**config.mk**
```make
export PLATFORM = sky130hd
export DESIGN_NAME = vrf_perf_window_sampler_flat
export DESIGN_NICKNAME = d
export VERILOG_FILES = /design/src/rtl/vrf_perf_window_sampler_if.sv /design/src/rtl/vrf_perf_window_sampler.sv /design/src/flat_wrapper.sv
export SDC_FILE = /design/constraint.sdc
export NUM_CORES = 1
export LEC_CHECK = 0
export CAP_MARGIN = 10
export CORE_MARGIN = 4
export CORE_UTILIZATION = 45
export CTS_BUF_LIST = sky130_fd_sc_hd__clkbuf_4 sky130_fd_sc_hd__clkbuf_8
export DETAILED_ROUTE_END_ITERATION = 6
export GPL_ROUTABILITY_DRIVEN = 0
export HOLD_SLACK_MARGIN = 0.02
export PLACE_DENSITY_LB_ADDON = 0.05
export SLEW_MARGIN = 20
export SYNTH_ARGS = -nofsm -noshare
export SYNTH_HDL_FRONTEND = slang
export SYNTH_SLANG_ARGS = --single-unit
```
**constraint.sdc**
```tcl
create_clock -name clk_i -period 8.8 [get_ports clk_i]
set_clock_uncertainty 0.15 [all_clocks]
set_input_delay 1.76 -clock clk_i [delete_from_list [all_inputs] [get_ports clk_i]]
set_output_delay 1.76 -clock clk_i [all_outputs]
set_load 0.01 [all_outputs]
```
**src/rtl/vrf_perf_window_sampler_if.sv**
```systemverilog
// Record channel of the VRF perf window sampler: one closed-window record per valid/ready beat.
// The master holds every field stable while rec_vld is high and rec_rdy is low.
interface vrf_perf_window_sampler_if #(
    parameter int unsigned CntW    = 32,
    parameter int unsigned WindowW = 16,
    parameter int unsigned PeakW   = 3
);
    logic               rec_vld;
    logic               rec_rdy;
    logic [CntW-1:0]    rec_req;
    logic [CntW-1:0]    rec_conflict;
    logic [CntW-1:0]    rec_hp_block_lp;
    logic [WindowW-1:0] rec_cycles;
    logic [PeakW-1:0]   rec_peak_bank;
    logic               rec_partial;
    logic [15:0]        rec_window_id;

    modport master (
        output rec_vld, rec_req, rec_conflict, rec_hp_block_lp, rec_cycles,
               rec_peak_bank, rec_partial, rec_window_id,
        input  rec_rdy
    );

    modport slave (
        input  rec_vld, rec_req, rec_conflict, rec_hp_block_lp, rec_cycles,
               rec_peak_bank, rec_partial, rec_window_id,
        output rec_rdy
    );
endinterface

```
**src/rtl/vrf_perf_window_sampler.sv**
```systemverilog
// Windowed accumulator of VRF arbitration counters; per-bank peak tracking under VRF_PERF_SAMPLER_PEAK_EN.
// Latency: a window closing at edge N is visible on the record channel in cycle N+1 (fall-through FIFO).
// Backpressure: records queue in a FifoDepth FIFO; a push into a full FIFO without a same-cycle pop is dropped and counted.

module vrf_perf_fifo #(
    parameter int unsigned Width = 8,
    parameter int unsigned Depth = 4
) (
    input  logic             clk_i,
    input  logic             rst_ni,
    input  logic             clr_i,
    input  logic             push_i,
    input  logic [Width-1:0] push_dat_i,
    input  logic             pop_i,
    output logic [Width-1:0] pop_dat_o,
    output logic             full_o,
    output logic             empty_o
);
    localparam int unsigned PtrW = $clog2(Depth);

    logic [Width-1:0] mem_q [Depth];
    logic [PtrW:0]    wr_ptr_q, rd_ptr_q;

    assign empty_o   = (wr_ptr_q == rd_ptr_q);
    assign full_o    = (wr_ptr_q[PtrW] != rd_ptr_q[PtrW]) &&
                       (wr_ptr_q[PtrW-1:0] == rd_ptr_q[PtrW-1:0]);
    assign pop_dat_o = mem_q[rd_ptr_q[PtrW-1:0]];

    always_ff @(posedge clk_i or negedge rst_ni) begin
        if (!rst_ni) begin
            wr_ptr_q <= '0;
            rd_ptr_q <= '0;
        end else if (clr_i) begin
            wr_ptr_q <= '0;
            rd_ptr_q <= '0;
        end else begin
            if (push_i) wr_ptr_q <= wr_ptr_q + (PtrW+1)'(1);
            if (pop_i)  rd_ptr_q <= rd_ptr_q + (PtrW+1)'(1);
        end
    end

    always_ff @(posedge clk_i) begin
        if (push_i && !clr_i) mem_q[wr_ptr_q[PtrW-1:0]] <= push_dat_i;
    end
endmodule

module vrf_perf_window_sampler #(
    parameter int unsigned NrBanks   = 8,
    parameter int unsigned WindowW   = 16,
    parameter int unsigned CntW      = 32,
    parameter int unsigned FifoDepth = 4
) (
    input  logic                clk_i,
    input  logic                rst_ni,
    input  logic                clear_i,
    input  logic                enable_i,
    input  logic [WindowW-1:0]  window_len_i,
    input  logic [7:0]          req_count_i,
    input  logic [7:0]          conflict_count_i,
    input  logic [7:0]          hp_block_lp_i,
    input  logic [NrBanks-1:0]  bank_conflict_i,
    vrf_perf_window_sampler_if.master rec,
    output logic [15:0]         dropped_o,
    output logic                busy_o
);
    localparam int unsigned PeakW = $clog2(NrBanks);

    typedef enum logic [1:0] {Idle, Run, Flush} state_e;

    typedef struct packed {
        logic [CntW-1:0]    req;
        logic [CntW-1:0]    conflict;
        logic [CntW-1:0]    hp_block_lp;
        logic [WindowW-1:0] cycles;
        logic [PeakW-1:0]   peak_bank;
        logic               partial;
        logic [15:0]        window_id;
    } rec_t;

    function automatic logic [CntW-1:0] sat_add(input logic [CntW-1:0] a, input logic [7:0] b);
        logic [CntW:0] s;
        s = {1'b0, a} + (CntW+1)'(b);
        return s[CntW] ? '1 : s[CntW-1:0];
    endfunction

    state_e             state_q, state_d;
    logic [WindowW-1:0] len_q, len_d, cyc_q, cyc_d;
    logic [CntW-1:0]    acc_req_q, acc_conf_q, acc_hp_q;
    logic [CntW-1:0]    req_sum, conf_sum, hp_sum;
    logic [15:0]        win_id_q, win_id_d, dropped_q, dropped_d;
    logic               acc_clr, acc_en, rec_push;
    rec_t               rec_d, head;
    logic [PeakW-1:0]   peak_bank;
    logic               fifo_full, fifo_empty, fifo_push, fifo_pop, pop;

    assign req_sum  = sat_add(acc_req_q,  req_count_i);
    assign conf_sum = sat_add(acc_conf_q, conflict_count_i);
    assign hp_sum   = sat_add(acc_hp_q,   hp_block_lp_i);

    always_comb begin
        state_d  = state_q;
        len_d    = len_q;
        cyc_d    = cyc_q;
        acc_clr  = 1'b0;
        acc_en   = 1'b0;
        rec_push = 1'b0;
        rec_d    = '0;
        unique case (state_q)
            Idle: begin
                if (enable_i) begin
                    state_d = Run;
                    len_d   = (window_len_i == '0) ? WindowW'(1) : window_len_i;
                    cyc_d   = '0;
                    acc_clr = 1'b1;
                end
            end
            Run: begin
                if (!enable_i) begin
                    state_d = Flush;
                end else if (cyc_q == len_q - WindowW'(1)) begin
                    // Closing cycle: its own inputs belong to the record, next window starts clean.
                    rec_push          = 1'b1;
                    rec_d.req         = req_sum;
                    rec_d.conflict    = conf_sum;
                    rec_d.hp_block_lp = hp_sum;
                    rec_d.cycles      = len_q;
                    rec_d.peak_bank   = peak_bank;
                    rec_d.window_id   = win_id_q;
                    acc_clr           = 1'b1;
                    cyc_d             = '0;
                end else begin
                    acc_en = 1'b1;
                    cyc_d  = cyc_q + WindowW'(1);
                end
            end
            Flush: begin
                state_d = Idle;
                if (cyc_q != '0) begin
                    rec_push          = 1'b1;
                    rec_d.req         = acc_req_q;
                    rec_d.conflict    = acc_conf_q;
                    rec_d.hp_block_lp = acc_hp_q;
                    rec_d.cycles      = cyc_q;
                    rec_d.peak_bank   = peak_bank;
                    rec_d.partial     = 1'b1;
                    rec_d.window_id   = win_id_q;
                end
            end
            default: state_d = Idle;
        endcase
        if (clear_i) begin
            state_d  = Idle;
            cyc_d    = '0;
            acc_clr  = 1'b1;
            acc_en   = 1'b0;
            rec_push = 1'b0;
        end
    end

    assign pop       = rec.rec_vld && rec.rec_rdy;
    assign fifo_pop  = pop && !clear_i;
    assign fifo_push = rec_push && (!fifo_full || pop);
    assign win_id_d  = clear_i ? '0 : (rec_push ? win_id_q + 16'd1 : win_id_q);
    assign dropped_d = clear_i ? '0 :
                       (rec_push && fifo_full && !pop && dropped_q != '1) ? dropped_q + 16'd1 : dropped_q;

    always_ff @(posedge clk_i or negedge rst_ni) begin
        if (!rst_ni) begin
            state_q    <= Idle;
            len_q      <= '0;
            cyc_q      <= '0;
            acc_req_q  <= '0;
            acc_conf_q <= '0;
            acc_hp_q   <= '0;
            win_id_q   <= '0;
            dropped_q  <= '0;
        end else begin
            state_q    <= state_d;
            len_q      <= len_d;
            cyc_q      <= cyc_d;
            acc_req_q  <= acc_clr ? '0 : (acc_en ? req_sum  : acc_req_q);
            acc_conf_q <= acc_clr ? '0 : (acc_en ? conf_sum : acc_conf_q);
            acc_hp_q   <= acc_clr ? '0 : (acc_en ? hp_sum   : acc_hp_q);
            win_id_q   <= win_id_d;
            dropped_q  <= dropped_d;
        end
    end

`ifdef VRF_PERF_SAMPLER_PEAK_EN
    logic [WindowW-1:0] bank_cnt_q [NrBanks];
    logic [WindowW-1:0] bank_inc   [NrBanks];

    always_comb begin
        for (int b = 0; b < NrBanks; b++) begin
            bank_inc[b] = (bank_conflict_i[b] && bank_cnt_q[b] != '1) ?
                          bank_cnt_q[b] + WindowW'(1) : bank_cnt_q[b];
        end
    end

    // In RUN the closing cycle's flags count; in FLUSH the inputs are ignored.
    always_comb begin
        logic [WindowW-1:0] best, cand;
        peak_bank = '0;
        best      = (state_q == Run) ? bank_inc[0] : bank_cnt_q[0];
        cand      = '0;
        for (int b = 1; b < NrBanks; b++) begin
            cand = (state_q == Run) ? bank_inc[b] : bank_cnt_q[b];
            if (cand > best) begin
                best      = cand;
                peak_bank = PeakW'(b);
            end
        end
    end

    always_ff @(posedge clk_i or negedge rst_ni) begin
        if (!rst_ni) begin
            for (int b = 0; b < NrBanks; b++) bank_cnt_q[b] <= '0;
        end else begin
            for (int b = 0; b < NrBanks; b++) begin
                bank_cnt_q[b] <= acc_clr ? '0 : (acc_en ? bank_inc[b] : bank_cnt_q[b]);
            end
        end
    end
`else
    logic unused_bank_conflict;
    assign unused_bank_conflict = ^bank_conflict_i;
    assign peak_bank            = '0;
`endif

    logic [$bits(rec_t)-1:0] fifo_dat;

    vrf_perf_fifo #(
        .Width ($bits(rec_t)),
        .Depth (FifoDepth)
    ) u_rec_fifo (
        .clk_i      (clk_i),
        .rst_ni     (rst_ni),
        .clr_i      (clear_i),
        .push_i     (fifo_push),
        .push_dat_i (rec_d),
        .pop_i      (fifo_pop),
        .pop_dat_o  (fifo_dat),
        .full_o     (fifo_full),
        .empty_o    (fifo_empty)
    );

    // Fields read as zero while the FIFO is empty so idle/reset outputs are clean.
    assign head                = fifo_empty ? '0 : rec_t'(fifo_dat);
    assign rec.rec_vld         = !fifo_empty;
    assign rec.rec_req         = head.req;
    assign rec.rec_conflict    = head.conflict;
    assign rec.rec_hp_block_lp = head.hp_block_lp;
    assign rec.rec_cycles      = head.cycles;
    assign rec.rec_peak_bank   = head.peak_bank;
    assign rec.rec_partial     = head.partial;
    assign rec.rec_window_id   = head.window_id;
    assign dropped_o           = dropped_q;
    assign busy_o              = (state_q != Idle);
endmodule

```
**src/flat_wrapper.sv**
```systemverilog
// flat-port wrapper written by rule: the top's interface ports become plain ports
module vrf_perf_window_sampler_flat 
#(
    parameter int unsigned NrBanks   = 8,
    parameter int unsigned WindowW   = 16,
    parameter int unsigned CntW      = 32,
    parameter int unsigned FifoDepth = 4
)
  (clk_i, rst_ni, clear_i, enable_i, window_len_i, req_count_i, conflict_count_i, hp_block_lp_i, bank_conflict_i, dropped_o, busy_o, rec_rec_vld, rec_rec_req, rec_rec_conflict, rec_rec_hp_block_lp, rec_rec_cycles, rec_rec_peak_bank, rec_rec_partial, rec_rec_window_id, rec_rec_rdy);
  vrf_perf_window_sampler_if #(.CntW(CntW), .WindowW(WindowW), .PeakW(3)) rec_i ();
  input  logic clk_i;
  input  logic rst_ni;
  input  logic clear_i;
  input  logic enable_i;
  input  logic [WindowW-1:0] window_len_i;
  input  logic [7:0] req_count_i;
  input  logic [7:0] conflict_count_i;
  input  logic [7:0] hp_block_lp_i;
  input  logic [NrBanks-1:0] bank_conflict_i;
  output logic [15:0] dropped_o;
  output logic busy_o;
  output wire logic [$bits(rec_i.rec_vld)-1:0] rec_rec_vld;
  output wire logic [$bits(rec_i.rec_req)-1:0] rec_rec_req;
  output wire logic [$bits(rec_i.rec_conflict)-1:0] rec_rec_conflict;
  output wire logic [$bits(rec_i.rec_hp_block_lp)-1:0] rec_rec_hp_block_lp;
  output wire logic [$bits(rec_i.rec_cycles)-1:0] rec_rec_cycles;
  output wire logic [$bits(rec_i.rec_peak_bank)-1:0] rec_rec_peak_bank;
  output wire logic [$bits(rec_i.rec_partial)-1:0] rec_rec_partial;
  output wire logic [$bits(rec_i.rec_window_id)-1:0] rec_rec_window_id;
  input wire logic [$bits(rec_i.rec_rdy)-1:0] rec_rec_rdy;
  assign rec_rec_vld = rec_i.rec_vld;
  assign rec_rec_req = rec_i.rec_req;
  assign rec_rec_conflict = rec_i.rec_conflict;
  assign rec_rec_hp_block_lp = rec_i.rec_hp_block_lp;
  assign rec_rec_cycles = rec_i.rec_cycles;
  assign rec_rec_peak_bank = rec_i.rec_peak_bank;
  assign rec_rec_partial = rec_i.rec_partial;
  assign rec_rec_window_id = rec_i.rec_window_id;
  assign rec_i.rec_rdy = rec_rec_rdy;
  vrf_perf_window_sampler #(.NrBanks(NrBanks), .WindowW(WindowW), .CntW(CntW), .FifoDepth(FifoDepth)) u_core (.clk_i(clk_i), .rst_ni(rst_ni), .clear_i(clear_i), .enable_i(enable_i), .window_len_i(window_len_i), .req_count_i(req_count_i), .conflict_count_i(conflict_count_i), .hp_block_lp_i(hp_block_lp_i), .bank_conflict_i(bank_conflict_i), .rec(rec_i), .dropped_o(dropped_o), .busy_o(busy_o));
endmodule
```
# Word-level counts from Yosys, hierarchy flattened
# Memories as Yosys holds them, arrays and structs flattened.
# Index checks and enable logic that the tools add are counted.
dict set report classes {
  n_mux 50
  n_addsub 9
  n_reduce_logical 26
  eq_ne 10
}
# op count
set op_table {}
lappend op_table {{$mux W32} 9}
lappend op_table {{$mux W132} 2}
lappend op_table {{$mux W115} 2}
lappend op_table {{$pmux W115 S2} 1}
lappend op_table {{$mux W16} 11}
lappend op_table {{$add A32 B8 Y33} 3}
lappend op_table {{$pmux W16 S2} 2}
lappend op_table {{$add A16 B1 Y16 const B} 3}
lappend op_table {{$eq A16 B16 Y1} 1}
lappend op_table {{$logic_not A16 Y1} 1}
lappend op_table {{$ne A16 B16 Y1 const B} 1}
lappend op_table {{$reduce_bool A16 Y1} 1}
lappend op_table {{$sub A16 B1 Y16 const B} 1}
lappend op_table {{$mux W1} 13}
lappend op_table {{$mux W3} 4}
lappend op_table {{$reduce_bool A2 Y1} 6}
lappend op_table {{$ne A3 B3 Y1 const B} 3}
lappend op_table {{$logic_and A1 B1 Y1} 8}
lappend op_table {{$add A3 B1 Y3 const B} 2}
lappend op_table {{$mux W2} 3}
lappend op_table {{$logic_not A1 Y1} 4}
lappend op_table {{$pmux W1 S2} 2}
lappend op_table {{$pmux W2 S2} 1}
lappend op_table {{$reduce_and A2 Y1} 2}
lappend op_table {{9 further kinds} 9}
dict set report word_totals {
  output_inout_bits 150
  elab_cells 106
  memories 1
  ff_bits 168
  in_bits 53
  ram_bits 528
}
# name words word_bits read_ports rd_ports_with_merged_regs wr line_no
set memory_table {}
lappend memory_table {u_core.u_rec_fifo.mem_q 4 132 1 0 1 vrf_perf_window_sampler.sv:21} ;# logic [Width-1:0] mem_q [Depth];

# Logic depth before layout (Yosys ltp)
dict set report depth {
  ltp_word 11
  ltp_mapped 13
  depth_no_buf 11
}

# Hierarchy
# From an unflattened synthesis, not the netlist that was laid out.
dict set report hier_totals {
  hier_cells 2506
  hier_area_um2 32882.8
}
# module area_each_um2 n_inst cells_each seq_area_each_um2
set modules_own_cells {}
lappend modules_own_cells {vrf_perf_fifo 19419.9 1 730 16005.4}
lappend modules_own_cells {vrf_perf_window_sampler 13462.9 1 1776 4053.9}

# Least setup slack after synthesis
# OpenSTA, ideal clock, no wires.
dict set report synth_path {
  kind {register to register}
  from {register u_core.len_q[3]}
  to {memory u_core.u_rec_fifo.mem_q[3][0] (netlist name) (enable)}
  setup_slack_ns 2.187
  setup_ns 0.503
  arrival_ns 5.960
  path_stages_with_launch 13
  t_required_ns 8.147
  period_less_slack_ns 6.613
  n_path_buf 4
  cell_sequence {dfrtp_1 -> buf_2 -> or4_1 -> clkbuf_1 -> or4_1 -> a21oi_1 -> o22ai_1 -> nor4_4 -> buf_6 -> a31oi_4 -> clkbuf_1 -> nor3_1 -> and2_1}
}
dict set report synth_via {
  elab_chain_cells 10
}
# element line_no
set synth_lines {}
lappend synth_lines {{start, declared} vrf_perf_window_sampler.sv:87} ;# logic [WindowW-1:0] len_q, len_d, cyc_q, cyc_d;
lappend synth_lines {{start signal, assigned} vrf_perf_window_sampler.sv:179} ;# len_q <= len_d;
lappend synth_lines {{$sub A16 B1 Y16} vrf_perf_window_sampler.sv:120} ;# end else if (cyc_q == len_q - WindowW'(1)) begin
lappend synth_lines {{$eq A16 B16 Y1} vrf_perf_window_sampler.sv:120}
lappend synth_lines {{$mux W1} vrf_perf_window_sampler.sv:120}
lappend synth_lines {{$mux W1} vrf_perf_window_sampler.sv:118} ;# if (!enable_i) begin
lappend synth_lines {{$pmux W1 S2} vrf_perf_window_sampler.sv:108} ;# unique case (state_q)
lappend synth_lines {{$mux W1} vrf_perf_window_sampler.sv:151} ;# if (clear_i) begin
lappend synth_lines {{$logic_and A1 B1 Y1} vrf_perf_window_sampler.sv:162} ;# assign fifo_push = rec_push && (!fifo_full || pop);
lappend synth_lines {{$logic_and A1 B1 Y1} vrf_perf_window_sampler.sv:43} ;# if (push_i && !clr_i) mem_q[wr_ptr_q[PtrW-1:0]] <= push_dat_i;
lappend synth_lines {{$mux W1} vrf_perf_window_sampler.sv:43}
lappend synth_lines {{$mux W1 (not written as such)} vrf_perf_window_sampler.sv:43}
lappend synth_lines {{end, declared} vrf_perf_window_sampler.sv:21}
# Every way passes these cells.

# Worst setup path in the final report
dict set report layout_path {
  from {register u_core.u_rec_fifo.rd_ptr_q[0]}
  to {output rec_rec_cycles[9]}
}
dict set report layout_via {
  elab_chain_cells 2
  elab_cells_between_ends 3
  cone_classes {eq/ne (1); mux (1); memory (1)}
}
# element line_no
set layout_lines {}
lappend layout_lines {{start, declared} vrf_perf_window_sampler.sv:22} ;# logic [PtrW:0] wr_ptr_q, rd_ptr_q;
lappend layout_lines {{start signal, assigned} vrf_perf_window_sampler.sv:38} ;# if (pop_i) rd_ptr_q <= rd_ptr_q + (PtrW+1)'(1);
lappend layout_lines {{$mem_v2 Z4 W132 / $eq A3 B3 Y1 (equally long branches)} n/a}
lappend layout_lines {{$mux W132 (*)} vrf_perf_window_sampler.sv:248} ;# assign head = fifo_empty ? '0 : rec_t'(fifo_dat);
lappend layout_lines {{end, declared} flat_wrapper.sv:26} ;# output wire logic [$bits(rec_i.rec_cycles)-1:0] rec_rec_cycles;
# Mark *: on every way between the ends. The rest lies on a longest branch, timed or not.

==> results_tabular.tex <==
\begin{tabular}{lr}
\hline
Metric & Value \\
\hline
\multicolumn{2}{l}{\textbf{Run status}} \\
Outcome & finished, final reports clean \\
\multicolumn{2}{l}{\textbf{Timing}} \\
Total negative setup slack & 0 ps \\
Setup repair after global routing missed its margin & no \\
Actual slew at the worst max-slew pin & approximately 1100 ps \\
Final setup violation count & 0 \\
Achievable clock frequency & approximately 160 MHz \\
Share of the clock period used by the worst path & 70.0\% \\
Max transition margin & 24.4\% \\
Max Slew Vio Count & 0 \\
Post-layout min period & approximately 6200 ps \\
Hold Violations, Final & 0 \\
\multicolumn{2}{l}{\textbf{Clock network}} \\
H-tree depth & 3 \\
Buffer cell driving the clock tree root & sky130\_fd\_sc\_hd\_\_clkbuf\_8 \\
Clk slew on worst S/H paths & $\sim$60 ps \\
Worst-case clock buffer depth & 3 \\
Number of buffers inserted during clock tree synthesis & between 100 and 150 \\
TritonCTS clock tree & done \\
Insertion delay of the later-clocked pin in the worst-skew pair & approximately 730 ps \\
Cts hold-fix bufs & 0 \\
Number of clock sinks seen by CTS & 684 \\
Setup repair bufs after CTS & 0 \\
Number of gates resized after CTS & 0 \\
\multicolumn{2}{l}{\textbf{Synthesis}} \\
Number of distinct library cells after synthesis & 75 \\
Yosys warning total & 0 \\
Synthesized instance count & 2434 \\
Post-synth design cell area & 0.0323 sq mm \\
Synth Area per Inst & 13.3 sq um \\
Post-synthesis compound-gate area fraction & 11.8\% \\
Mux cell area share after synthesis & 9.89\% \\
Dominant synthesized flop cell & sky130\_fd\_sc\_hd\_\_edfxtp\_1 \\
Basic-gate share of the synthesized area counting and, or, nand and nor cells & 11.8\% \\
Proportion of synthesized flip-flops having asynchronous set or reset & 24.6\% \\
Flops \& latches, synth & 684 \\
Number of synthesized flops with an enable pin & 516 \\
Share of synthesized cell area in full adder, half adder and majority cells & 1.66\% \\
Share of the yosys chip area belonging to registers & between 60\% and 70\% \\
Combinational family with the most area after synthesis & compound AO/OA/AOI/OAI gates \\
Post-Synth XOR/XNOR Area & 1.09\% \\
\multicolumn{2}{l}{\textbf{Power}} \\
Worst vdd rail ir drop & 0.123 mV \\
Leakage & 12.3 nW \\
Power Density & 180 mW/mm\^{}2 \\
\multicolumn{2}{l}{\textbf{Placement}} \\
Detailed-placement wirelength estimate & 53.5 mm \\
Placement-stage cell area & 0.0350 sq mm \\
Buffers added on ports & 191 \\
\multicolumn{2}{l}{\textbf{Worst setup path}} \\
CP Data Required Time & 6890 ps \\
Critical Path Sink Type & output pin \\
Crit path buf inv count & 3 \\
WP depth & 5 \\
Sequence of cells on the critical path & buf\_4 > buf\_4 > mux4\_2 > and2\_1 > clkdlybuf4s50\_1 \\
Cell repeated most along the worst path & sky130\_fd\_sc\_hd\_\_buf\_4 \\
CP startpoint kind & register \\
Cell class contributing the biggest share of worst-path delay & buffers and inverters \\
Worst Reg2Reg Path Length in Cells & 11 \\
Worst Path Arrival & 4250 ps \\
Highest fanout seen on the critical path & 39 \\
Slowest Stage Delay on Critical Path & 1010 ps \\
Max stage delay cell, worst path & sky130\_fd\_sc\_hd\_\_dfrtp\_4 \\
Classification of the worst setup path & reg2out \\
\multicolumn{2}{l}{\textbf{Min path}} \\
HP Class & reg2reg \\
Cell depth of the worst hold path & 2 \\
\multicolumn{2}{l}{\textbf{Layout}} \\
Design area & about 0.037 sq mm \\
Total Nets Final & $\sim$2700 \\
Layout filler cell count & roughly 6000 \\
Area of all sequential standard cells & 0.0197 sq mm \\
Share of post-route cells with drive strength above 1 & between 10\% and 20\% \\
Layout overhead on the synthesized area & 16.1\% \\
Footprint of the multi-input gates & between 0.01 and 0.015 sq mm \\
\multicolumn{2}{l}{\textbf{Drt}} \\
Number of DRC violations after detailed-routing iteration 0 & 1854 \\
Count of unresolved DRC violations after routing & 0 \\
DRT Pass-1 Iters & 5 \\
Average wire per standard cell & 23.7 um \\
Antenna Nets Post-Route & 0 \\
Avg Vias per Cell & 5.97 \\
Total Wirelength & 86.2 mm \\
Total number of vias & 21800 \\
\multicolumn{2}{l}{\textbf{GRT}} \\
Number of antenna violations at the first check in global routing & 3 \\
Global-route wire length before repair & 132 mm \\
Grt ovf & 0 \\
Maximum number of pins on one net before global-route repair & slightly below 100 \\
GRT Total Usage & a little under a quarter \\
Vias in the first global route & 21700 \\
\multicolumn{2}{l}{\textbf{Floorplanning}} \\
I/O Pins & 203 \\
Effective utilization at floorplan & 45.7\% \\
Chip height & 276 um \\
Std-Cell Rows & 97 \\
Die outline area & roughly 0.076 sq mm \\
Core Area & 0.0706 sq mm \\
Die width & 276 um \\
\multicolumn{2}{l}{\textbf{Job}} \\
Max-capacitance violation count & 0 \\
\hline
\end{tabular}
==> path summary, 6_finish.rpt <==
kind,from,to,slack [ps]
setup reg to reg,u_core.len_q[3]$_DFFE_PN0P_,u_core.u_rec_fifo.mem_q[1][68]$_DFFE_PP_,3390
setup / recovery,u_core.u_rec_fifo.rd_ptr_q[0]$_DFFE_PN0P_,rec_rec_cycles[9],2640
hold / removal,u_core.acc_conf_q[6]$_DFFE_PN0P_,u_core.acc_conf_q[6]$_DFFE_PN0P_,360
hold reg to reg,u_core.acc_conf_q[6]$_DFFE_PN0P_,u_core.acc_conf_q[6]$_DFFE_PN0P_,360
min in group asynchronous,rst_ni,u_core.dropped_o[0]$_DFFE_PN0P_,760
max in group asynchronous,rst_ni,u_core.len_q[12]$_DFFE_PN0P_,6240
==> placed cells by master (no fill, tap or decap), types with 12 or more instances in the layout <==
cell,instances
sky130_fd_sc_hd__a21oi_1,132
sky130_fd_sc_hd__nand2b_1,21
sky130_fd_sc_hd__clkdlybuf4s50_1,189
sky130_fd_sc_hd__a221o_1,12
sky130_fd_sc_hd__clkbuf_8,122
sky130_fd_sc_hd__a32o_1,21
sky130_fd_sc_hd__a21o_1,18
sky130_fd_sc_hd__edfxtp_1,516
sky130_fd_sc_hd__nand4_1,26
sky130_fd_sc_hd__clkbuf_4,34
sky130_fd_sc_hd__or4_1,20
sky130_fd_sc_hd__clkinv_2,16
sky130_fd_sc_hd__xnor2_1,24
sky130_fd_sc_hd__nor2b_1,17
sky130_fd_sc_hd__nor3_1,28
sky130_fd_sc_hd__a22o_1,43
sky130_fd_sc_hd__a22oi_1,38
sky130_fd_sc_hd__xor2_1,16
sky130_fd_sc_hd__nor2_1,101
sky130_fd_sc_hd__inv_1,45
sky130_fd_sc_hd__dfrtp_1,166
sky130_fd_sc_hd__a31oi_1,21
sky130_fd_sc_hd__o21ai_0,164
sky130_fd_sc_hd__ha_1,37
sky130_fd_sc_hd__buf_4,34
sky130_fd_sc_hd__nand2_1,131
sky130_fd_sc_hd__nand3_1,92
sky130_fd_sc_hd__o21a_1,18
sky130_fd_sc_hd__clkinv_1,29
sky130_fd_sc_hd__and3_1,72
sky130_fd_sc_hd__mux2_2,23
sky130_fd_sc_hd__nor4_1,13
sky130_fd_sc_hd__o31ai_1,35
sky130_fd_sc_hd__and2_1,141
sky130_fd_sc_hd__mux4_2,129
==> per-layer routing <==
metal / track usage (%) / up-vias / routed length (um)
met5: 0 / - / 0
met4: 7.00 / 0 / 2390
met3: 3.65 / 154 / 4950
met2: 36.0 / 733 / 41100
met1: 32.0 / 11100 / 37800
li1: - / 9810 / -
==> cell type report <==
| class | count | area share (%) |
|---|---|---|
| Clock buffer | 156 | 5.16 |
| Sequential cell | 684 | 52.6 |
| Inverter | 47 | 0.474 |
| Clock inverter | 58 | 1.25 |
| Multi-Input combinational cell | 1527 | 31.4 |
| Tap cell | 940 | 3.14 |
| Timing Repair Buffer | 230 | 6.03 |
| Antenna cell | 2 | 0.0134 |
==> synthesized netlist by cell type (46+ instances only) <==
cell type | n | area (sq um)
sky130_fd_sc_hd__edfxtp_1 | 516 | 15500
sky130_fd_sc_hd__dfrtp_1 | 168 | 4200
sky130_fd_sc_hd__o21ai_0 | 164 | 821
sky130_fd_sc_hd__and2_1 | 145 | 907
sky130_fd_sc_hd__a21oi_1 | 132 | 661
sky130_fd_sc_hd__clkbuf_1 | 132 | 495
sky130_fd_sc_hd__nand2_1 | 131 | 492
sky130_fd_sc_hd__mux4_2 | 129 | 2910
sky130_fd_sc_hd__nor2_1 | 101 | 379
sky130_fd_sc_hd__nand3_1 | 93 | 465
sky130_fd_sc_hd__and3_1 | 73 | 457
sky130_fd_sc_hd__inv_1 | 46 | 173
==> power by group <==
group          internal, mW  switching (mW)
logic                 0.102           0.202
clock network          1.64            1.30
registers              3.46          0.0349
total                  5.19            1.54
==> worst register-to-register path, delay by kind of cell, from the launching register on <==
kind            cells  cell delay [ps]
flops               1              490
simple gates        5             2670
buf+inv             3             1190
compound gates      3              430
==> per-stage QoR <==
step	power, mW	hold slack, ps	cells	utilization [%]	setup WS (ps)
after floorplan	3.73	325	2436	-	2190
after global placement	3.85	337	3427	49.6	2890
after detailed placement	3.86	350	3427	49.6	2770
after CTS	6.82	367	3641	53.0	2410
after global routing	7.01	380	3644	53.1	2240
final	6.73	361	3644	53.1	2640
==> state kept, by name, summed over array words and instances (netlist names) <==
| name | count |
|---|---|
| u_core.dropped_o | 16 |
| u_core.acc_req_q | 32 |
| u_core.u_rec_fifo.rd_ptr_q | 3 |
| u_core.state_q | 2 |
| u_core.acc_hp_q | 32 |
| u_core.u_rec_fifo.mem_q | 516 |
| u_core.u_rec_fifo.wr_ptr_q | 3 |
| u_core.acc_conf_q | 32 |
| u_core.win_id_q | 16 |
| u_core.cyc_q | 16 |
| u_core.len_q | 16 |
==> cell families after synthesis <==
| group | count (synthesis) |
|---|---|
| AOI/OAI and AO/OA | 578 |
| buffers and inverters | 225 |
| muxes | 155 |
| DFF | 684 |
| other | 1 |
| adders and majority gates | 41 |
| xor gates and xnor gates | 40 |
| and+or+nand+nor | 710 |
(Power assumes the default switching activity.)
